File: config.mk
export PLATFORM = sky130hd
export DESIGN_NAME = chu_gpo_blink_flat
export DESIGN_NICKNAME = d
export VERILOG_FILES = /design/src/rtl/chu_gpo_blink_pkg.sv /design/src/rtl/chu_gpo_blink_if.sv /design/src/rtl/chu_gpo_blink_channel.sv /design/src/rtl/chu_gpo_blink.sv /design/src/flat_wrapper.sv
export SDC_FILE = /design/constraint.sdc
export NUM_CORES = 2
export LEC_CHECK = 0
export BUFFER_PORTS_ARGS = -buffer_cell sky130_fd_sc_hd__buf_4
export CORE_MARGIN = 4
export CORE_UTILIZATION = 58
export DETAILED_ROUTE_END_ITERATION = 12
export PLACE_DENSITY = 0.85
export SYNTH_ARGS = -nofsm -noshare
export SYNTH_HDL_FRONTEND = slang
export SYNTH_HIERARCHICAL = 1
export SYNTH_SLANG_ARGS = --single-unit
File: constraint.sdc
create_clock -name clk -period 5.5 [get_ports clk]
set_clock_uncertainty 0.05 [all_clocks]
set_input_delay 0.275 -clock clk [delete_from_list [all_inputs] [get_ports clk]]
set_output_delay 0.275 -clock clk [all_outputs]
set_load 0.005 [all_outputs]
File: src/rtl/chu_gpo_blink_pkg.sv
// Shared constants for the GPO blink slot core: register word addresses and channel limit.
package chu_gpo_blink_pkg;
  localparam int ADDR_W = 5;
  localparam int MAX_CH = 16;

  localparam logic [ADDR_W-1:0] ADDR_DATA        = 5'd0;
  localparam logic [ADDR_W-1:0] ADDR_BLINK_EN    = 5'd1;
  localparam logic [ADDR_W-1:0] ADDR_STATUS      = 5'd2;
  localparam logic [ADDR_W-1:0] ADDR_SYNC        = 5'd3;
  localparam logic [ADDR_W-1:0] ADDR_PERIOD_BASE = 5'd16;
endpackage

File: src/rtl/chu_gpo_blink_if.sv
// MMIO slot bus for the GPO blink core; the bus master drives strobes, the slot returns rd_data.
interface chu_gpo_blink_if;
  import chu_gpo_blink_pkg::*;

  logic              cs;
  logic              read;
  logic              write;
  logic [ADDR_W-1:0] addr;
  logic [31:0]       wr_data;
  logic [31:0]       rd_data;

  modport master (output cs, read, write, addr, wr_data, input rd_data);
  modport slave  (input cs, read, write, addr, wr_data, output rd_data);
endinterface

File: src/rtl/chu_gpo_blink_channel.sv
// One blink channel: counts ticks within the current half-period and flips phase at its end.
module blink_channel #(
  parameter int PERIOD_W = 16
) (
  input  logic                clk,
  input  logic                reset,
  input  logic                tick,
  input  logic                restart,
  input  logic                en,
  input  logic [PERIOD_W-1:0] period,
  output logic                phase
);

  logic [PERIOD_W-1:0] cnt;

  // >= rather than == so a period shrunk below cnt ends the half on the next tick
  always_ff @(posedge clk) begin
    if (reset || restart) begin
      cnt   <= '0;
      phase <= 1'b1;
    end else if (tick && en) begin
      if (period == '0) begin
        cnt   <= '0;
        phase <= 1'b0;
      end else if (cnt >= period - PERIOD_W'(1)) begin
        cnt   <= '0;
        phase <= ~phase;
      end else begin
        cnt <= cnt + PERIOD_W'(1);
      end
    end
  end

endmodule

File: src/rtl/chu_gpo_blink.sv
// GPO slot core: W output pins, each static or blinking at a per-channel half-period in ticks.
module chu_gpo_blink
  import chu_gpo_blink_pkg::*;
#(
  parameter int W        = 16,
  parameter int TICK_DIV = 100_000,
  parameter int PERIOD_W = 16
) (
  input  logic          clk,
  input  logic          reset,
  chu_gpo_blink_if.slave bus,
  output logic [W-1:0]  dout
);

  localparam int PRE_W = $clog2(TICK_DIV);

  logic [W-1:0]        data_reg;
  logic [W-1:0]        blink_en;
  logic [PERIOD_W-1:0] period [W];
  logic [PRE_W-1:0]    prescaler;
  logic                tick;
  logic                wr_en;
  logic                sync_wr;
  logic                en_wr;
  logic [W-1:0]        restart;
  logic [W-1:0]        phase;
  logic [31:0]         rd_mux;
  logic                unused_bus;

  assign wr_en   = bus.cs && bus.write;
  assign sync_wr = wr_en && (bus.addr == ADDR_SYNC);
  assign en_wr   = wr_en && (bus.addr == ADDR_BLINK_EN);
  assign tick    = (prescaler == PRE_W'(TICK_DIV - 1));

  // Only channels enabled 0->1 restart; already-blinking channels keep their place.
  assign restart = {W{sync_wr}} | ({W{en_wr}} & bus.wr_data[W-1:0] & ~blink_en);

  always_ff @(posedge clk) begin
    if (reset || sync_wr || tick) prescaler <= '0;
    else                          prescaler <= prescaler + PRE_W'(1);
  end

  always_ff @(posedge clk) begin
    if (reset) begin
      data_reg <= '0;
      blink_en <= '0;
      for (int i = 0; i < W; i++) period[i] <= '0;
    end else if (wr_en) begin
      if (bus.addr == ADDR_DATA)     data_reg <= bus.wr_data[W-1:0];
      if (bus.addr == ADDR_BLINK_EN) blink_en <= bus.wr_data[W-1:0];
      for (int i = 0; i < W; i++) begin
        if (bus.addr == ADDR_PERIOD_BASE + 5'(i)) period[i] <= bus.wr_data[PERIOD_W-1:0];
      end
    end
  end

  for (genvar g = 0; g < W; g++) begin : g_ch
    blink_channel #(.PERIOD_W(PERIOD_W)) u_ch (
      .clk     (clk),
      .reset   (reset),
      .tick    (tick),
      .restart (restart[g]),
      .en      (blink_en[g]),
      .period  (period[g]),
      .phase   (phase[g])
    );
  end

  assign dout = data_reg & (~blink_en | phase);

  always_comb begin
    rd_mux = '0;
    case (bus.addr)
      ADDR_DATA:     rd_mux = 32'(data_reg);
      ADDR_BLINK_EN: rd_mux = 32'(blink_en);
      ADDR_STATUS:   rd_mux = 32'(dout);
      default:       rd_mux = '0;
    endcase
    for (int i = 0; i < W; i++) begin
      if (bus.addr == ADDR_PERIOD_BASE + 5'(i)) rd_mux = 32'(period[i]);
    end
  end

  assign bus.rd_data = rd_mux;

  // read strobe is part of the slot bus but reads are purely address-driven
  assign unused_bus = &{1'b0, bus.read, bus.wr_data};

endmodule

File: src/flat_wrapper.sv
// flat-port wrapper written by rule: the top's interface ports become plain ports
module chu_gpo_blink_flat import chu_gpo_blink_pkg::*;
#(
  parameter int W        = 16,
  parameter int TICK_DIV = 100_000,
  parameter int PERIOD_W = 16
)
  (clk, reset, dout, bus_cs, bus_read, bus_write, bus_addr, bus_wr_data, bus_rd_data);
  chu_gpo_blink_if bus_i ();
  input  logic clk;
  input  logic reset;
  output logic [W-1:0] dout;
  input wire logic [$bits(bus_i.cs)-1:0] bus_cs;
  input wire logic [$bits(bus_i.read)-1:0] bus_read;
  input wire logic [$bits(bus_i.write)-1:0] bus_write;
  input wire logic [$bits(bus_i.addr)-1:0] bus_addr;
  input wire logic [$bits(bus_i.wr_data)-1:0] bus_wr_data;
  output wire logic [$bits(bus_i.rd_data)-1:0] bus_rd_data;
  assign bus_i.cs = bus_cs;
  assign bus_i.read = bus_read;
  assign bus_i.write = bus_write;
  assign bus_i.addr = bus_addr;
  assign bus_i.wr_data = bus_wr_data;
  assign bus_rd_data = bus_i.rd_data;
  chu_gpo_blink #(.W(W), .TICK_DIV(TICK_DIV), .PERIOD_W(PERIOD_W)) u_core (.clk(clk), .reset(reset), .bus(bus_i), .dout(dout));
endmodule
==> out/qor.yml <==
status: "finished, final reports clean"
cp-end-kind: "flip-flop"
via_per_inst: 6.459
die_w_um: 261.7
layout_common_cells: "519 x nor2_1, 404 x nand2_1, 321 x dfxtp_1, 289 x ha_1, 272 x xnor2_1"
antenna_found_initial: 4
num_rows: 92
drt-total-wl_um: 110900
crit_fanout: 13
syn_to_final_growth_pct: 8.250
cts_root_buf: "clkbuf_16"
setup_viol: 0
critPathSlowestCell: "or4b_2"
die_y_um: 261.7
worstHoldStart: "reset"
cts_hold_buf: 16
drive_gt1_share_pct: 10.38
drtIter0Drc: 4040
grt_max_degree: 60
rr_endpoint: "u_core/g_ch[1].u_ch/cnt[10]$_SDFFE_PP0P_"
clock_latency_ns: 0.66
yosys_warnings: 6
pwr_density_cell_nw_per_um2: 253.3
async_flop_share_pct: 0
largestRegisters: "u_core/g_ch.u_ch/cnt: 256 flops, u_core/period: 256 flops, u_core/prescaler: 17 flops"
syn_area_um2: 37320
slew_headroom_pct: 23.18
final_area_um2: 40400
worstHoldEndpoint: "u_core/data_reg[10]$_SDFFE_PP0P_"
dieArea_um2: 68470
synth_seq_area_share_pct: 37.81
grt-ovfl-total: 0
worstSetupStartpointType: "flip-flop"
place.gp.congestion: 1.023
port_buffers: 56
ys_seq_elements: 577
synth_area_leaders: "edfxtp_1 21%, dfxtp_1 17%, ha_1 9.7%"
io_pins: 90
nets: 4384
leakagePower_nw: 14.56
p_clk_share_pct: 43.0
power.switching_mw: 2.694
hold_class: "input pin to flip-flop"
maxSlewViolCount: 0
swShare_pct: 26.33
fmax_mhz: 224.1
synth.avg_cell_area_um2: 9.191
wl_per_cell_um: 22.39
fin_crit_ns: 4.462
place_area_um2: 38110
numCtsBuffers: 61
path_delay_family: "simple AND/OR/NAND/NOR gates"
fin_setup_tns_ns: 0
place.detailed.hpwl_um: 80240
path_buf_inv: 1
post-cts-setup-buffers: 0
r2r_cells: 14
cp.required_ns: 5.95
grt_use_total_pct: 31.45
clkTransAtPathRegs_ns: 0.06
initial_core_util_pct: 58.85
r2r_setup_slack_ns: 1.04
ant_nets: 0
finalHoldViolCount: 0
p_int_mw: 7.539
cp_cell_sequence: "inv_1, ha_1, or4b_4, nor2_1, nand2_1, or3_1, xor2_1, ha_1, nand4_1, nor3_2, or4b_2, and4b_1, o21ai_2, nor2_1"
vias: 32010
synth_edf_count: 256
reg2reg_from: "u_core/period[0][16]$_SDFFCE_PN0P_"
drtPass1Iterations: 10
synth_cell_types: 86
grt_pass1_vias: 30170
layout_commonest_cell: "nor2_1"
cap_violations: 0
cp.arrival_ns: 4.91
cts_tree: "built"
yosysTopAreaCell: "edfxtp_1"
p_seq_share_pct: 47.6
ir_drop_mv: 0.2629
max_stage_delay_ns: 0.59
h-tree-depth: 2
grt_setup_unrepaired: "no"
finalCritPeriodShare_pct: 81.13
comb_power_share_pct: 9.5
yosysTopAreaCellShare_pct: 20.60
clockBufferDepth: 3
grt_first_pass_wirelength_um: 170100
hold_depth: 2
synthFlopType: "dfxtp_1"
clkSinkCount: 577
coreArea_um2: 63430
drc: 0
tightest_slew_ns: 1.152
cts_resized: 0
synthCells: 4061
criticalPathCategory: "flip-flop to flip-flop"
[per-layer routing]
| layer | GRT usage (%) | routed length, µm | vias to the layer above |
|---|---|---|---|
| met5 | 0 | 41 | - |
| met1 | 41.11 | 42420 | 15080 |
| li1 | - | - | 14590 |
| met3 | 8.875 | 14100 | 398 |
| met4 | 13.14 | 5917 | 6 |
| met2 | 49.29 | 48460 | 1931 |
[worst max-delay path by stage]
stage                                        from  slack (ns)  cells past startpoint                                   endpoint
2_1_floorplan      u_core/prescaler[5]$_SDFF_PP0_        1.26                      9  u_core/g_ch[15].u_ch/cnt[15]$_SDFFE_PP0P_
3_3_place_gp   u_core/period[0][16]$_SDFFCE_PN0P_        1.25                     14   u_core/g_ch[1].u_ch/cnt[14]$_SDFFE_PP0P_
3_5_place_dp   u_core/period[0][16]$_SDFFCE_PN0P_        1.12                     14   u_core/g_ch[1].u_ch/cnt[15]$_SDFFE_PP0P_
4_1_cts        u_core/period[0][16]$_SDFFCE_PN0P_        1.04                     14   u_core/g_ch[1].u_ch/cnt[15]$_SDFFE_PP0P_
5_1_grt        u_core/period[0][16]$_SDFFCE_PN0P_        0.80                     14   u_core/g_ch[1].u_ch/cnt[13]$_SDFFE_PP0P_
6_report       u_core/period[0][16]$_SDFFCE_PN0P_        1.04                     14   u_core/g_ch[1].u_ch/cnt[10]$_SDFFE_PP0P_
[synth_stat cells (all sizes together), types with 39 or more instances]
library cell  number
nand3             76
and3              65
nor2             519
or2               44
nand4            116
a31oi             48
ha               289
xor2             194
a21oi            203
or3               40
inv              110
nand2            404
nor3             291
nand2b            43
buf               92
or4               59
nor4              39
o21ai             88
edfxtp           256
dfxtp            321
xnor2            272
clkbuf            89
[power groups by stage]
| stage | clock network (mW) | logic [mW] | registers (mW) |
|---|---|---|---|
| 2_1_floorplan | 0 | 0.633 | 4.83 |
| 3_3_place_gp | 0 | 0.889 | 4.93 |
| 3_5_place_dp | 0 | 0.911 | 4.94 |
| 4_1_cts | 4.44 | 0.933 | 4.84 |
| 5_1_grt | 4.60 | 1.03 | 4.86 |
| 6_report | 4.40 | 0.969 | 4.87 |
[through the flow]
step	worst slack (ns)	hold WS, ns	total power, mW	std cells	util [%]
3_3_place_gp	1.248	0.4014	5.816	4820	60.09
6_report	1.038	0.07952	10.23	4955	63.70
2_1_floorplan	1.256	0.3280	5.461	4076	-
3_5_place_dp	1.119	0.4139	5.847	4820	60.09
5_1_grt	0.8033	0.07875	10.50	4952	63.69
4_1_cts	1.036	0.04094	10.21	4952	63.69
[cells by family (layout without fill, tap and decap cells)]
logic type                 Yosys count  count (layout)  share of synthesized area [%]
muxes                               51              51                          1.519
DFF                                577             577                          37.81
xor gates and xnor gates           466             466                          10.94
buffers and inverters              292             322                          3.644
and+or+nand+nor                   1808            1808                          25.55
adders and majority gates          289             289                          9.688
other                                1              19                        0.01005
AOI/OAI and AO/OA                  577             577                          10.84
[area by class of cell]
class | instances | area (µm²)
Fill cell | 4923 | 23020
Timing Repair Buffer | 95 | 753.2
Clock inverter | 44 | 544.3
Multi-Input combinational cell | 3207 | 21930
Antenna cell | 3 | 7.507
Sequential cell | 577 | 14110
Clock buffer | 72 | 1578
Tap cell | 846 | 1059
Inverter | 111 | 421.7
(Power assumes the default switching activity.)
